**config.mk**
```make
export PLATFORM = sky130hd
export DESIGN_NAME = reg_write_arbiter
export DESIGN_NICKNAME = d
export VERILOG_FILES = /design/src/rtl/arb_pkg.sv /design/src/rtl/rr_pick.sv /design/src/rtl/reg_write_arbiter.sv
export SDC_FILE = /design/constraint.sdc
export NUM_CORES = 1
export LEC_CHECK = 0
export ABC_AREA = 1
export BUFFER_PORTS_ARGS = -buffer_cell sky130_fd_sc_hd__clkbuf_2
export CORE_MARGIN = 4
export CORE_UTILIZATION = 25
export DETAILED_ROUTE_END_ITERATION = 12
export GPL_TIMING_DRIVEN = 0
export PLACE_DENSITY = 0.59
export REMOVE_ABC_BUFFERS = 1
export SLEW_MARGIN = 20
export SYNTH_ARGS = -nofsm -noshare
export SYNTH_HDL_FRONTEND = slang
export SYNTH_SLANG_ARGS = --single-unit
```
**constraint.sdc**
```tcl
create_clock -name clock -period 2.8 [get_ports clock]
set_input_delay 0.28 -clock clock [delete_from_list [all_inputs] [get_ports clock]]
set_output_delay 0.28 -clock clock [all_outputs]
set_load 0.01 [all_outputs]
```
**src/rtl/arb_pkg.sv**
```systemverilog
// Shared definitions for the round-robin register write arbiter.
// FSM encodings and default sizing used by reg_write_arbiter and rr_pick.
package arb_pkg;

   typedef enum logic [1:0] {
      IDLE   = 2'd0,
      GRANT  = 2'd1,
      VERIFY = 2'd2,
      ACK    = 2'd3
   } state_t;

   localparam int N_REQ_DEFAULT = 3;
   localparam int WIDTH_DEFAULT = 4;

endpackage

```
**src/rtl/rr_pick.sv**
```systemverilog
// Rotating priority encoder: returns the first set req bit at or above ptr,
// wrapping modulo N_REQ.
module rr_pick #(
   parameter  int N_REQ = arb_pkg::N_REQ_DEFAULT,
   localparam int IDX_W = $clog2(N_REQ)
) (
   input  logic [N_REQ-1:0] req,
   input  logic [IDX_W-1:0] ptr,
   output logic             valid,
   output logic [IDX_W-1:0] index
);

   localparam logic [IDX_W:0] NREQ_EXT = (IDX_W+1)'(N_REQ);

   logic [IDX_W:0] pos;

   // Walk offsets from farthest to nearest so the nearest set bit wins.
   always_comb begin
      valid = 1'b0;
      index = '0;
      pos   = '0;
      for (int k = N_REQ - 1; k >= 0; k--) begin
         pos = {1'b0, ptr} + (IDX_W+1)'(k);
         if (pos >= NREQ_EXT) begin
            pos = pos - NREQ_EXT;
         end
         if (req[pos[IDX_W-1:0]]) begin
            valid = 1'b1;
            index = pos[IDX_W-1:0];
         end
      end
   end

endmodule

```
**src/rtl/reg_write_arbiter.sv**
```systemverilog
// Round-robin arbiter sharing one enabled D register between N_REQ requesters.
// Define ARB_READBACK_CHECK_EN to add the VERIFY state and the q readback check.
module reg_write_arbiter
   import arb_pkg::*;
#(
   parameter int N_REQ = N_REQ_DEFAULT,
   parameter int WIDTH = WIDTH_DEFAULT
) (
   input  logic                   clock,
   input  logic                   reset,
   input  logic [N_REQ-1:0]       req,
   input  logic [N_REQ*WIDTH-1:0] wdata,
   output logic [N_REQ-1:0]       gnt,
   output logic [N_REQ-1:0]       ack,
   output logic                   en,
   output logic [WIDTH-1:0]       d,
   input  logic [WIDTH-1:0]       q,
   output logic                   busy,
   output logic                   err
);

   localparam int IDX_W = $clog2(N_REQ);

   state_t           state;
   state_t           next_state;
   logic [IDX_W-1:0] ptr;
   logic [IDX_W-1:0] winner;
   logic [IDX_W-1:0] pick_index;
   logic             pick_valid;
   logic [WIDTH-1:0] data_lat;
   logic             mismatch;

   function automatic logic [IDX_W-1:0] next_ptr(input logic [IDX_W-1:0] idx);
      return (idx == IDX_W'(N_REQ - 1)) ? '0 : idx + 1'b1;
   endfunction

   function automatic logic [N_REQ-1:0] onehot(input logic [IDX_W-1:0] idx);
      logic [N_REQ-1:0] v;
      v      = '0;
      v[idx] = 1'b1;
      return v;
   endfunction

   rr_pick #(.N_REQ(N_REQ)) u_pick (
      .req   (req),
      .ptr   (ptr),
      .valid (pick_valid),
      .index (pick_index)
   );

   always_ff @(posedge clock) begin
      if (reset) begin
         state <= IDLE;
         ptr   <= '0;
      end else begin
         state <= next_state;
         if (state == ACK) begin
            ptr <= next_ptr(winner);
         end
      end
   end

   // Winner and data are only observed outside IDLE, so they need no reset.
   always_ff @(posedge clock) begin
      if (state == IDLE && pick_valid) begin
         winner   <= pick_index;
         data_lat <= wdata[pick_index*WIDTH +: WIDTH];
      end
   end

`ifdef ARB_READBACK_CHECK_EN
   always_ff @(posedge clock) begin
      if (state == VERIFY) begin
         mismatch <= (q != data_lat);
      end
   end
`else
   logic unused_q;
   assign unused_q = ^q;
   assign mismatch = 1'b0;
`endif

   always_comb begin
      next_state = state;
      case (state)
         IDLE: begin
            if (pick_valid) begin
               next_state = GRANT;
            end
         end
         GRANT: begin
`ifdef ARB_READBACK_CHECK_EN
            next_state = VERIFY;
`else
            next_state = ACK;
`endif
         end
`ifdef ARB_READBACK_CHECK_EN
         VERIFY: next_state = ACK;
`endif
         ACK:     next_state = IDLE;
         default: next_state = IDLE;
      endcase
   end

   // Outputs decode registered state only; req and q never reach them directly.
   always_comb begin
      gnt  = '0;
      ack  = '0;
      en   = (state == GRANT);
      d    = '0;
      busy = (state != IDLE);
      err  = (state == ACK) && mismatch;
      if (state != IDLE) begin
         gnt = onehot(winner);
      end
      if (state == ACK) begin
         ack = onehot(winner);
      end
      if (en) begin
         d = data_lat;
      end
   end

   a_gnt_onehot : assert property (@(posedge clock) disable iff (reset) $onehot0(gnt));
   a_en_single  : assert property (@(posedge clock) disable iff (reset) en |=> !en);

endmodule

```
[Word-level counts from Yosys, hierarchy flattened]
Index checks and enable logic that the tools add are counted.
Word-level totals
  bits in registers: 10
  logic and storage cells: 50
  output and inout port bits: 13
Operators by class
  reductions and logical operators: 4
  $lt $le $gt $ge: 8
  add/sub/neg operators: 6
  eq/ne operators: 4
  muxes and demuxes: 23
  shift-type cells: 1
Operators with widths (count)
  $mux 2: 8
  $lt 2x3->1 const B: 4
  $shiftx 12x5->4: 1
  $mux 1: 7
  $bmux 1 s2: 3
  $ge 3x2->1 const B: 2
  $mux 3: 2
  $sub 2x2->2 const B: 3
  $eq 2x2->1 const B: 2
  $mux 4: 1
  $pmux 2 s2: 1
  $add 2x1->3 const B: 1
  $add 2x2->3 const B: 1
  $add 2x1->2 const B: 1
  $demux 1 s2: 1
  $eq 2x1->1 const B: 1
  $ge 2x1->1 const B: 1
  $ge 2x2->1 const B: 1
  $logic_and 1x1->1: 2
  $logic_not 2->1: 1
  $ne 2x2->1 const B: 1
  $reduce_bool 2->1: 1

[Logic depth before layout (Yosys ltp)]
Gate-level depths: netlist of run 1.
  depth in word-level cells: 10
  mapped depth: 13

[Hierarchy]
Synthesis of run 1 repeated with hierarchy kept, for this count alone.
Unflattened totals
  cell total of the unflattened synthesis: 104
  area, all modules: 698.2 sq um
By module, submodules not included
  reg_write_arbiter: instances 1, sequential area each 260.2 sq um, area each 503.0 sq um, cells an instance 65
  rr_pick: instances 1, sequential area each 0.0 sq um, area each 195.2 sq um, cells an instance 39

[Least setup slack after synthesis of run 1]
No wires, ideal clock.
  kind: flip-flop to flip-flop
  start point: register ptr[0]
  end point: register data_lat[0], enable pin
  path buffers: 0
  arrival: 1.489 ns
  cell stages (with the launch flop): 11
  path slack: 0.997 ns
  clock period less this slack: 1.803 ns
  cell sequence: dfxtp_1 > inv_1 > ha_1 > inv_2 > nand2_1 > nand2_1 > nand2_2 > inv_1 > nor3_2 > or2_1 > inv_1
Between the ends
  longest elaborated chain between the ends: 9
  elaborated cells between the ends (all ways): 21
  those cells by class: 5 x add/sub; 3 x order compare; 12 x mux; 1 x reduce/logical
RTL lines
  start: declaration: line reg_write_arbiter.sv:26  | logic [IDX_W-1:0] ptr;
  start signal: assignment: line reg_write_arbiter.sv:58  | ptr <= next_ptr(winner);
  $add 2x2->3: line rr_pick.sv:23  | pos = {1'b0, ptr} + (IDX_W+1)'(k);
  $ge 3x2->1 / $sub 2x2->2 (equally long branches): line rr_pick.sv:24, rr_pick.sv:25
  $mux 2: line rr_pick.sv:24  | if (pos >= NREQ_EXT) begin
  $bmux 1 s2: line rr_pick.sv:27  | if (req[pos[IDX_W-1:0]]) begin
  $mux 1 (not written as such): line rr_pick.sv:27
  $mux 1 (2 in a row): line rr_pick.sv:27
  $mux 1 *: line rr_pick.sv:27
  $logic_and 1x1->1 *: line reg_write_arbiter.sv:65  | if (state == IDLE && pick_valid) begin
  end signal: assignment: line reg_write_arbiter.sv:67  | data_lat <= wdata[pick_index*WIDTH +: WIDTH];
  end: declaration: line reg_write_arbiter.sv:30  | logic [WIDTH-1:0] data_lat;
Every way passes the cells marked *; elsewhere a longest branch is shown, timed or not. The select of a mux whose other input is x is not followed.
A chain may end at the register's enable or synchronous reset.

[Final worst setup path of run 1]
  start point: register ptr[0]
  end point: register winner[0], enable pin
Between the ends
  longest elaborated chain between the ends: 9
  elaborated cells between the ends (all ways): 21
  those cells by class: 5 x add/sub; 3 x order compare; 12 x mux; 1 x reduce/logical
RTL lines
  $add 2x2->3: line rr_pick.sv:23
  $ge 3x2->1 / $sub 2x2->2 (equally long branches): line rr_pick.sv:24, rr_pick.sv:25
  $mux 2: line rr_pick.sv:24
  $bmux 1 s2: line rr_pick.sv:27
  $mux 1 (not written as such): line rr_pick.sv:27
  $mux 1 (2 in a row): line rr_pick.sv:27
  $mux 1 *: line rr_pick.sv:27
  $logic_and 1x1->1 *: line reg_write_arbiter.sv:65
  end signal: assignment: line reg_write_arbiter.sv:66  | winner <= pick_index;
  end: declaration: line reg_write_arbiter.sv:27  | logic [IDX_W-1:0] winner;
Marked as above.

==> results of run 1 <==
power groups by stage:
stage / registers, uW / logic, uW / clock network [uW]
2_1_floorplan: 190 / 99.8 / 0
6_report: 190 / 141 / 99.4
4_1_cts: 190 / 143 / 101
5_1_grt: 192 / 163 / 110
3_3_place_gp: 193 / 142 / 0
3_5_place_dp: 194 / 143 / 0
synthesized netlist by cell type:
cell type and n:
a21oi_1 3, a31oi_1 1, buf_4 1, clkinv_4 1, conb_1 1, dfxtp_1 4
edfxtp_1 6, ha_1 3, inv_1 28, inv_2 3, nand2_1 28, nand2_2 5
nand2_4 3, nand3_1 12, nand3_2 2, nand3b_2 1, nor2_1 9, nor3_1 6
nor3_2 1, o21ai_0 2, o21ai_2 1, or2_1 1, or2_2 1
how the worst max path moves through the flow:
stage,start,to,slack (ns),cells after the start
2_1_floorplan,ptr[0],data_lat[0],1.0,10
3_3_place_gp,ptr[0],data_lat[2],0.85,10
3_5_place_dp,ptr[0],data_lat[1],0.84,10
4_1_cts,ptr[0],winner[0],0.84,10
5_1_grt,ptr[0],data_lat[3],0.67,10
6_report,ptr[0],winner[0],0.86,10
routing by layer:
layer  wire length (um)  GRT usage  share of wire  up-vias
met4                 27     0.0544          0.016        0
met3                 52    0.00684          0.030        2
met2                810      0.144           0.47       16
met1                847      0.116           0.49      326
li1                   -          -              -      440
met5                  0          0              0        -
worst register-to-register path, stage by stage (launching register included):
cell	delay, ns
dfxtp_1	0.36
inv_1	0.07
ha_1	0.36
inv_2	0.12
nand2_1	0.05
nand2_1	0.08
nand2_2	0.08
inv_1	0.09
nor3_2	0.05
or2_1	0.20
inv_1	0.17
layout make-up:
type	count	area, um2	share of cell area
multi-input combinational	80	429	0.414
inverter	32	125	0.121
tap	44	55.1	0.0531
sequential	10	260	0.251
timing repair buffer	28	140	0.135
clock inverter	1	3.75	0.00362
clock buffer	3	22.5	0.0217
flip-flops by register name (all words and copies together), names as in the netlist:
signal and flops:
data_lat 4, state 2, winner 2, ptr 2
layout by cell type, fill, tap and decap left out, drive strengths merged:
cell	netlist	routed
nand2	36	36
inv	31	31
clkbuf	0	31
nand3	14	14
nor2	9	9
nor3	7	7
edfxtp	6	6
dfxtp	4	4
a21oi	3	3
ha	3	3
o21ai	3	3
clkinv	1	2
or2	2	2
nand3b	1	1
a31oi	1	1
conb	1	1
through the flow:
stage | utilization | instance area [um2]
after floorplan | - | 815
after global placement | 0.325 | 1010
after detailed placement | 0.325 | 1010
after CTS | 0.334 | 1040
after global routing | 0.334 | 1040
final | 0.334 | 1040
kinds of logic after synthesis:
logic type | count (synthesis)
flops | 10
compound gates | 7
simple gates | 69
other cells | 1
fa+ha+maj | 3
buf+inv | 33
==> results.cfg, run 1 <==
[run_status]
run_status = finished clean

[detailed_routing]
wirelength_mm = 1.74
drc = 0
viasPerCell = 3.96
wl_per_cell_um = 8.78
vias = 784
drt_iter0_drc = 12
firstDrtPassIters = 4
ant_nets = 0

[critical_path]
r2r.worst_path.cells = 10
critPathBufInv = 4
crit_top_cell = inv_1
crit_type = register to register
critPathMaxFanout = 6
slowest_stage = dfxtp_1
r2r_slack_ns = 0.86
critPathLaunchType = register
critPathTopFamily = simple AND/OR/NAND/NOR gates
rr_startpoint = ptr[0]
crit_path_end_kind = register
crit_required_ns = 2.75
r2r-end = winner[0]
arrival_ns = 1.90
slowest_delay_ns = 0.36
cp_cell_sequence = inv_1, ha_1, inv_2, nand2_1, nand2_1, nand2_2, inv_1, nor3_2, or2_1, inv_1

[cells_and_area]
syn2layout_area_growth_pct = 26.0
n_antenna_cell = 0
drive_above_1_share = 0.318
final.fill_count = 369
finalNetCount = 179
final_cells = 198

[synth]
synthSimpleGateAreaFrac = 0.423
syn_area_per_cell_um2 = 6.68
yosys_warnings = 0
synth_compound_area_frac = 0.0487
synthXorXnorAreaFrac = 0
synth_seq_area_share = 0.317
synth_top_family_by_area = simple AND/OR/NAND/NOR gates
synthMuxAreaShare = 0
synthAdderAreaFrac = 0.0457
synthDistinctLibCells = 23
syn_area_um2 = 822
ys_seq_elements = 10
synthTopCellsByArea = edfxtp_1 (22%), inv_1 (13%), nand2_1 (13%)
yosysTopAreaCell = edfxtp_1
syn-instance-count = 123
synth_top_area_frac = 0.219

[global_route]
grt_pass1_wl_mm = 3.08
grt_pass1_vias = 764
antenna_found_initial = 0
overflow = 0
track_usage = 0.0896
grt_max_degree = 7

[pwr]
p_seq_frac = 0.441
leakage_uw = 0.000584
p_sw_frac = 0.339
ir_drop_mv = 0.0986
total_power_uw = 430
p_sw_uw = 146
internal_power_uw = 284
combPwrFrac = 0.328
pwr_density_cell_nw_per_um2 = 415
clkPwrFrac = 0.231

[timing]
max_freq_ghz = 0.515
fin_tns_setup_ns = 0
fin_skew_ns = 0.00289
postLayoutSetupSlackWorst_ns = 0.857
report.final.slew_viol_count = 0
rsz0062_at_grt = no
finalHoldViolations = 0
setup_viol = 0
worst_hold_slack_ns = 0.225
period_needed_ns = 1.94
post-route-period-util = 0.694

[clock_network]
cts.sinks = 10
clk_latency_ns = 0.26
cts_max_path_buffers = 2
cts_tree = yes
hold_buffers = 0
root_buffer = clkbuf_4
clk_pin_slew_ns = 0.06
cts_max_level = 1
post_cts_resize_count = 0
cts_made_buffers = 3
post_cts_buffers = 0

[placement]
dp_slack_ns = 0.841
io_buffers = 28
dp.cells = 194
hpwl_mm = 1.50
gp_congestion = 0.815

[floorplan]
core-area_um2 = 3100
dieHeight_um = 65.3
fp.dieW_um = 65.3
io-pin-count = 34
initial_utilization = 0.265
std_cell_rows = 20
dieArea_um2 = 4270

[hold_path]
hold_end = ptr[0]
hold_path.class = input pin to register
hp-start = reset
hold_depth = 2

[job]
maxCapViolations = 0
Note: power is estimated with default switching activity, not from simulation.
==> run 2: changes to the inputs <==
==> constraint.sdc (replaced) <==
create_clock -name clock -period 1.8 [get_ports clock]
set_input_delay 0.18 -clock clock [delete_from_list [all_inputs] [get_ports clock]]
set_output_delay 0.18 -clock clock [all_outputs]
set_load 0.01 [all_outputs]
==> run 2 against run 1 <==
  * Utilization rose by 3.5 points
  * Clock skew barely moved
  * Fmax rose by 13%
  * Setup slack got worse by 0.77 ns
  * Die area did not move
  * Cell count rose by 2.0%
  * Critical path depth fell by 1
  * Routed wire length rose by 4.3%
  * Via count rose by 3.1%
  * First-iteration DRC count rose by 25%
  * Power rose by 61%
  * Critical path type unchanged
  * Largest power group unchanged
  * Highest routed layer unchanged
==> results.cfg, run 2 (same netlist as run 1, synthesis figures left out) <==
[run_status]
run_status = finished clean

[floorplan]
dieArea_um2 = 4270
io-pin-count = 34
dieHeight_um = 65.3
std_cell_rows = 20
fp.dieW_um = 65.3
initial_utilization = 0.265
core-area_um2 = 3100

[placement]
postPlaceCellArea_um2 = 1010
io_buffers = 28
gp_congestion = 0.815
hpwl_mm = 1.50
dp.cells = 194

[detailed_routing]
vias = 808
wl_per_cell_um = 8.98
viasPerCell = 4.00
drt_iter0_drc = 15
firstDrtPassIters = 4
ant_nets = 0
drc = 0
wirelength_mm = 1.81

[critical_path]
critPathLaunchType = register
slowest_stage = dfxtp_4
r2r_slack_ns = 0.08
critPathBufInv = 3
crit_path_end_kind = register
arrival_ns = 1.68
crit_top_cell = inv_2
crit_type = register to register
endpoint = winner[0]
critPathMaxFanout = 6
cp_cell_sequence = inv_2, ha_4, nand2_1, nand3_2, nand2_2, inv_1, nor3_2, or2_1, inv_2
crit_required_ns = 1.77
crit_cells = 9
r2r-end = winner[0]
slowest_delay_ns = 0.35
r2r.worst_path.cells = 9
crit_start = ptr[0]
rr_startpoint = ptr[0]
critPathTopFamily = simple AND/OR/NAND/NOR gates

[cells_and_area]
syn2layout_area_growth_pct = 39.1
layout_common_cells = clkbuf_2 (28), inv_1 (26), nand2_1 (25), nor2_1 (9), nand3_1 (8)
top_register = data_lat
finalNetCount = 183
n_antenna_cell = 0
largest_reg_flops = 4
drive_above_1_share = 0.418
final_common_cell = clkbuf_2
design_area_um2 = 1140
final_cells = 202

[pwr]
leakage_uw = 0.000621
ir_drop_mv = 0.153
total_power_uw = 692
pwr_density_cell_nw_per_um2 = 605

[global_route]
overflow = 0
track_usage = 0.0925
grt_pass1_vias = 770
grt_max_degree = 7
grt_pass1_wl_mm = 3.16
antenna_found_initial = 0

[timing]
fin_skew_ns = 0.00303
setup_viol = 0
rsz0062_at_grt = yes
period_needed_ns = 1.72
finalHoldViolations = 0
report.final.slew_viol_count = 0
max_freq_ghz = 0.583
worst_hold_slack_ns = 0.117
post-route-period-util = 0.953

[clock_network]
hold_buffers = 0
cts_max_level = 1
clk_latency_ns = 0.26
cts_max_path_buffers = 2
cts_made_buffers = 3
root_buffer = clkbuf_4
cts.sinks = 10
cts_tree = yes
clk_pin_slew_ns = 0.06

[hold_path]
hold_path.class = input pin to register

[job]
maxCapViolations = 0
## run 2: cell types whose count changed in the layout (fill, tap and decap cells not counted), moves of 3 or more
cell	change
buf_4	+4
nand3_1	-4
nand3_2	+4
nand2_1	-3
## run 2: worst min-delay path by stage
stage                         to  depth (start not counted)  start
after global placement    ptr[1]                          2  reset
after CTS                 ptr[0]                          2  reset
final                     ptr[0]                          2  reset
after floorplan           ptr[0]                          1  reset
after detailed placement  ptr[0]                          2  reset
after global routing      ptr[0]                          2  reset
## run 2: final cells by class
class | instances | area (um2)
Clock inverter | 1 | 3.75
Clock buffer | 3 | 22.5
Fill cell | 366 | 1960
Tap cell | 44 | 55.1
Multi-Input combinational cell | 80 | 494
Timing Repair Buffer | 32 | 170
Sequential cell | 10 | 268
Inverter | 32 | 130
## run 2: metal layers
metal	routed length [um]	GRT usage	share of wire
met5	0	0	0
met3	64	0.00684	0.035
met2	883	0.153	0.49
met1	838	0.117	0.46
met4	27	0.0544	0.015
## run 2: power breakdown
part	internal [uW]	total, uW	switching [uW]
registers	277	293	16.7
clock network	79.9	153	73.6
logic	98.1	245	147
## run 2: stage by stage
| stage | setup slack, ns | TNS, ns | utilization |
|---|---|---|---|
| floorplan | -0.00310 | -0.0186 | - |
| global placement | -0.150 | -0.926 | 0.325 |
| detailed placement | -0.159 | -1.09 | 0.325 |
| CTS | 0.00473 | 0 | 0.338 |
| global route | -0.0176 | -0.142 | 0.369 |
| finish | 0.0846 | 0 | 0.369 |
## run 2: worst register-to-register path, cell delays in order, from the launching register on
cell,delay (ns)
dfxtp_4,0.35
inv_2,0.05
ha_4,0.29
nand2_1,0.09
nand3_2,0.09
nand2_2,0.08
inv_1,0.09
nor3_2,0.05
or2_1,0.21
inv_2,0.12
## run 2: repair_timing
| action | CTS | global route |
|---|---|---|
| endpoints found under the hold margin | 0 | 0 |
| endpoints found under the setup margin | 10 | 10 |
| pin swaps | 0 | 6 |
| buffers inserted | 0 | 4 |
| resized for setup | 3 | 17 |
==> run 3: changes to the inputs <==
--- a/config.mk
+++ b/config.mk
@@ -5,13 +5,12 @@
 export SDC_FILE = /design/constraint.sdc
 export NUM_CORES = 1
 export LEC_CHECK = 0
-export ABC_AREA = 1
 export BUFFER_PORTS_ARGS = -buffer_cell sky130_fd_sc_hd__clkbuf_2
 export CORE_MARGIN = 4
 export CORE_UTILIZATION = 25
 export DETAILED_ROUTE_END_ITERATION = 12
 export GPL_TIMING_DRIVEN = 0
-export PLACE_DENSITY = 0.59
+export PLACE_DENSITY = 0.6
 export REMOVE_ABC_BUFFERS = 1
 export SLEW_MARGIN = 20
 export SYNTH_ARGS = -nofsm -noshare
==> run 3 against run 2 <==
  * The run now ends with setup timing left
  * Flip-flop and latch count unchanged
  * Sequential share of layout area increased by 0.47 points
  * First-iteration DRC count increased by 40%
  * Synthesized cell count down 32%
  * Highest routed layer unchanged
  * Sequential power down 2%
==> results.cfg, run 3 <==
[cells_and_area]
final.fill_count = 290
finalNetCount = 144
largest_reg_flops = 4
syn2layout_area_growth_pct = 45.0
top_register = data_lat
design_area_um2 = 1120
final_common_cell = clkbuf_2
register_area_um2 = 268
n_antenna_cell = 0
drive_above_1_share = 0.471
layout_common_cells = clkbuf_2 (28), mux2i_1 (10), nor2_1 (8), nand2_1 (8)
multi_input_area_um2 = 559

[timing]
post-route-period-util = 1.06
report.final.slew_viol_count = 0
finalHoldViolations = 0
rsz0062_at_grt = yes
fin_skew_ns = 0.000586
fin_tns_setup_ns = -0.495
period_needed_ns = 1.90
setup_viol = 10
postLayoutSetupSlackWorst_ns = -0.102
max_freq_ghz = 0.526

[clock_network]
cts_tree = yes
clk_pin_slew_ns = 0.06
cts.sinks = 10
hold_buffers = 0
cts_max_path_buffers = 2
root_buffer = clkbuf_4
cts_max_level = 1
cts_made_buffers = 3
clk_latency_ns = 0.25

[global_route]
grt_pass1_wl_mm = 2.82
grt_max_degree = 8
antenna_found_initial = 0
track_usage = 0.0840
overflow = 0
grt_pass1_vias = 673

[critical_path]
crit_required_ns = 1.80
crit_path_end_kind = register
critPathLaunchType = register
arrival_ns = 1.90
critPathMaxFanout = 5
crit_type = register to register

[placement]
io_buffers = 28
hpwl_mm = 1.34
gp_congestion = 0.733
postPlaceCellArea_um2 = 917

[floorplan]
std_cell_rows = 19
initial_utilization = 0.271
dieArea_um2 = 4050
io-pin-count = 34
core-area_um2 = 2850
dieHeight_um = 63.6
fp.dieW_um = 63.6

[synth]
synth_seq_area_share = 0.337
synth_top_family_by_area = simple AND/OR/NAND/NOR gates
synthArstFlopShare = 0
syn_area_per_cell_um2 = 9.21
synthDistinctLibCells = 29
ys_seq_elements = 10
synthAdderAreaFrac = 0.0485
yosys_warnings = 0
yosysTopAreaCell = edfxtp_1
synthMuxAreaShare = 0.173
synth_compound_area_frac = 0.167
synth_top_area_frac = 0.233
synthTopCellsByArea = edfxtp_1 (23%), mux2i_1 (13%), dfxtp_1 (10%)
synth_commonest_cells = mux2i_1 (10), nor2_1 (10), inv_1 (9)
syn_area_um2 = 773
synth_flop_cell = edfxtp_1
synthXorXnorAreaFrac = 0
synth_edf_count = 6
syn-instance-count = 84
synthSimpleGateAreaFrac = 0.181

[pwr]
clkPwrFrac = 0.230
ir_drop_mv = 0.213
internal_power_uw = 461
pwr_density_cell_nw_per_um2 = 585
leakage_uw = 0.000483
p_seq_frac = 0.438
combPwrFrac = 0.332
p_sw_uw = 194
total_power_uw = 656
p_sw_frac = 0.296

[detailed_routing]
wirelength_mm = 1.76
wl_per_cell_um = 11.7
ant_nets = 0
vias = 709
viasPerCell = 4.73
drc = 0
firstDrtPassIters = 4
drt_iter0_drc = 21

[run_status]
violations = setup timing
run_status = complete, but fails checks

[hold_path]
hold_path.class = input pin to register

[job]
maxCapViolations = 0
run 3: layer usage:
| metal | track usage | part of all wire | vias to the layer above |
|---|---|---|---|
| met1 | 0.0914 | 0.39 | 323 |
| met4 | 0.0243 | 0.0040 | 0 |
| met5 | 0 | 0 | - |
| li1 | - | - | 363 |
| met2 | 0.158 | 0.54 | 21 |
| met3 | 0.0213 | 0.068 | 2 |
run 3: per-stage QoR:
stage,cells,hold slack [ns],worst slack (ns),utilization
floorplan,80,0.251,-0.176,-
global placement,139,0.403,-0.373,0.321
detailed placement,139,0.408,-0.482,0.321
CTS,148,0.132,-0.0630,0.383
global route,150,0.133,-0.170,0.393
finish,150,0.136,-0.102,0.393
run 3: cell type report:
cell class,count,share of cell area
Clock buffer,4,0.0234
Inverter,9,0.0324
Multi-Input combinational cell,61,0.499
Sequential cell,10,0.239
Tap cell,31,0.0346
Timing Repair Buffer,35,0.172
run 3: worst max-delay path, stage by stage, from the launching register on:
cell	delay, ns
dfxtp_4	0.38
inv_4	0.04
ha_4	0.29
mux2i_1	0.21
a21oi_1	0.09
a211o_1	0.34
o311a_4	0.17
mux2i_1	0.13
run 3: repair_timing:
action	CTS	global route
setup endpoints to repair	13	10
pin swaps	8	2
buffers inserted	5	2
resized for setup	24	2
endpoints found under the hold margin	0	0
run 3: final timing paths:
path / from / to / slack (ns) / depth (start not counted)
min: reset / ptr[1] / 0.14 / 2
min reg2reg: state[1] / state[0] / 0.49 / 1
max: ptr[0] / data_lat[3] / -0.10 / 7
max reg2reg: ptr[0] / data_lat[3] / -0.10 / 7
run 3: logic make-up (layout without fill, tap and decap cells):
family,count (synthesis),after routing
other,1,1
multiplexers,12,12
AO/OA/AOI/OAI,15,15
flip-flops,10,10
AND/OR/NAND/NOR,30,30
buffers and inverters,13,48
adder cells (fa/ha/maj),3,3
run 3: power groups by stage:
stage,clock network (uW),logic (uW),registers [uW]
after floorplan,0,115,290
after global placement,0,172,293
after detailed placement,0,175,294
after CTS,155,208,288
after global routing,167,237,291
final,151,217,287
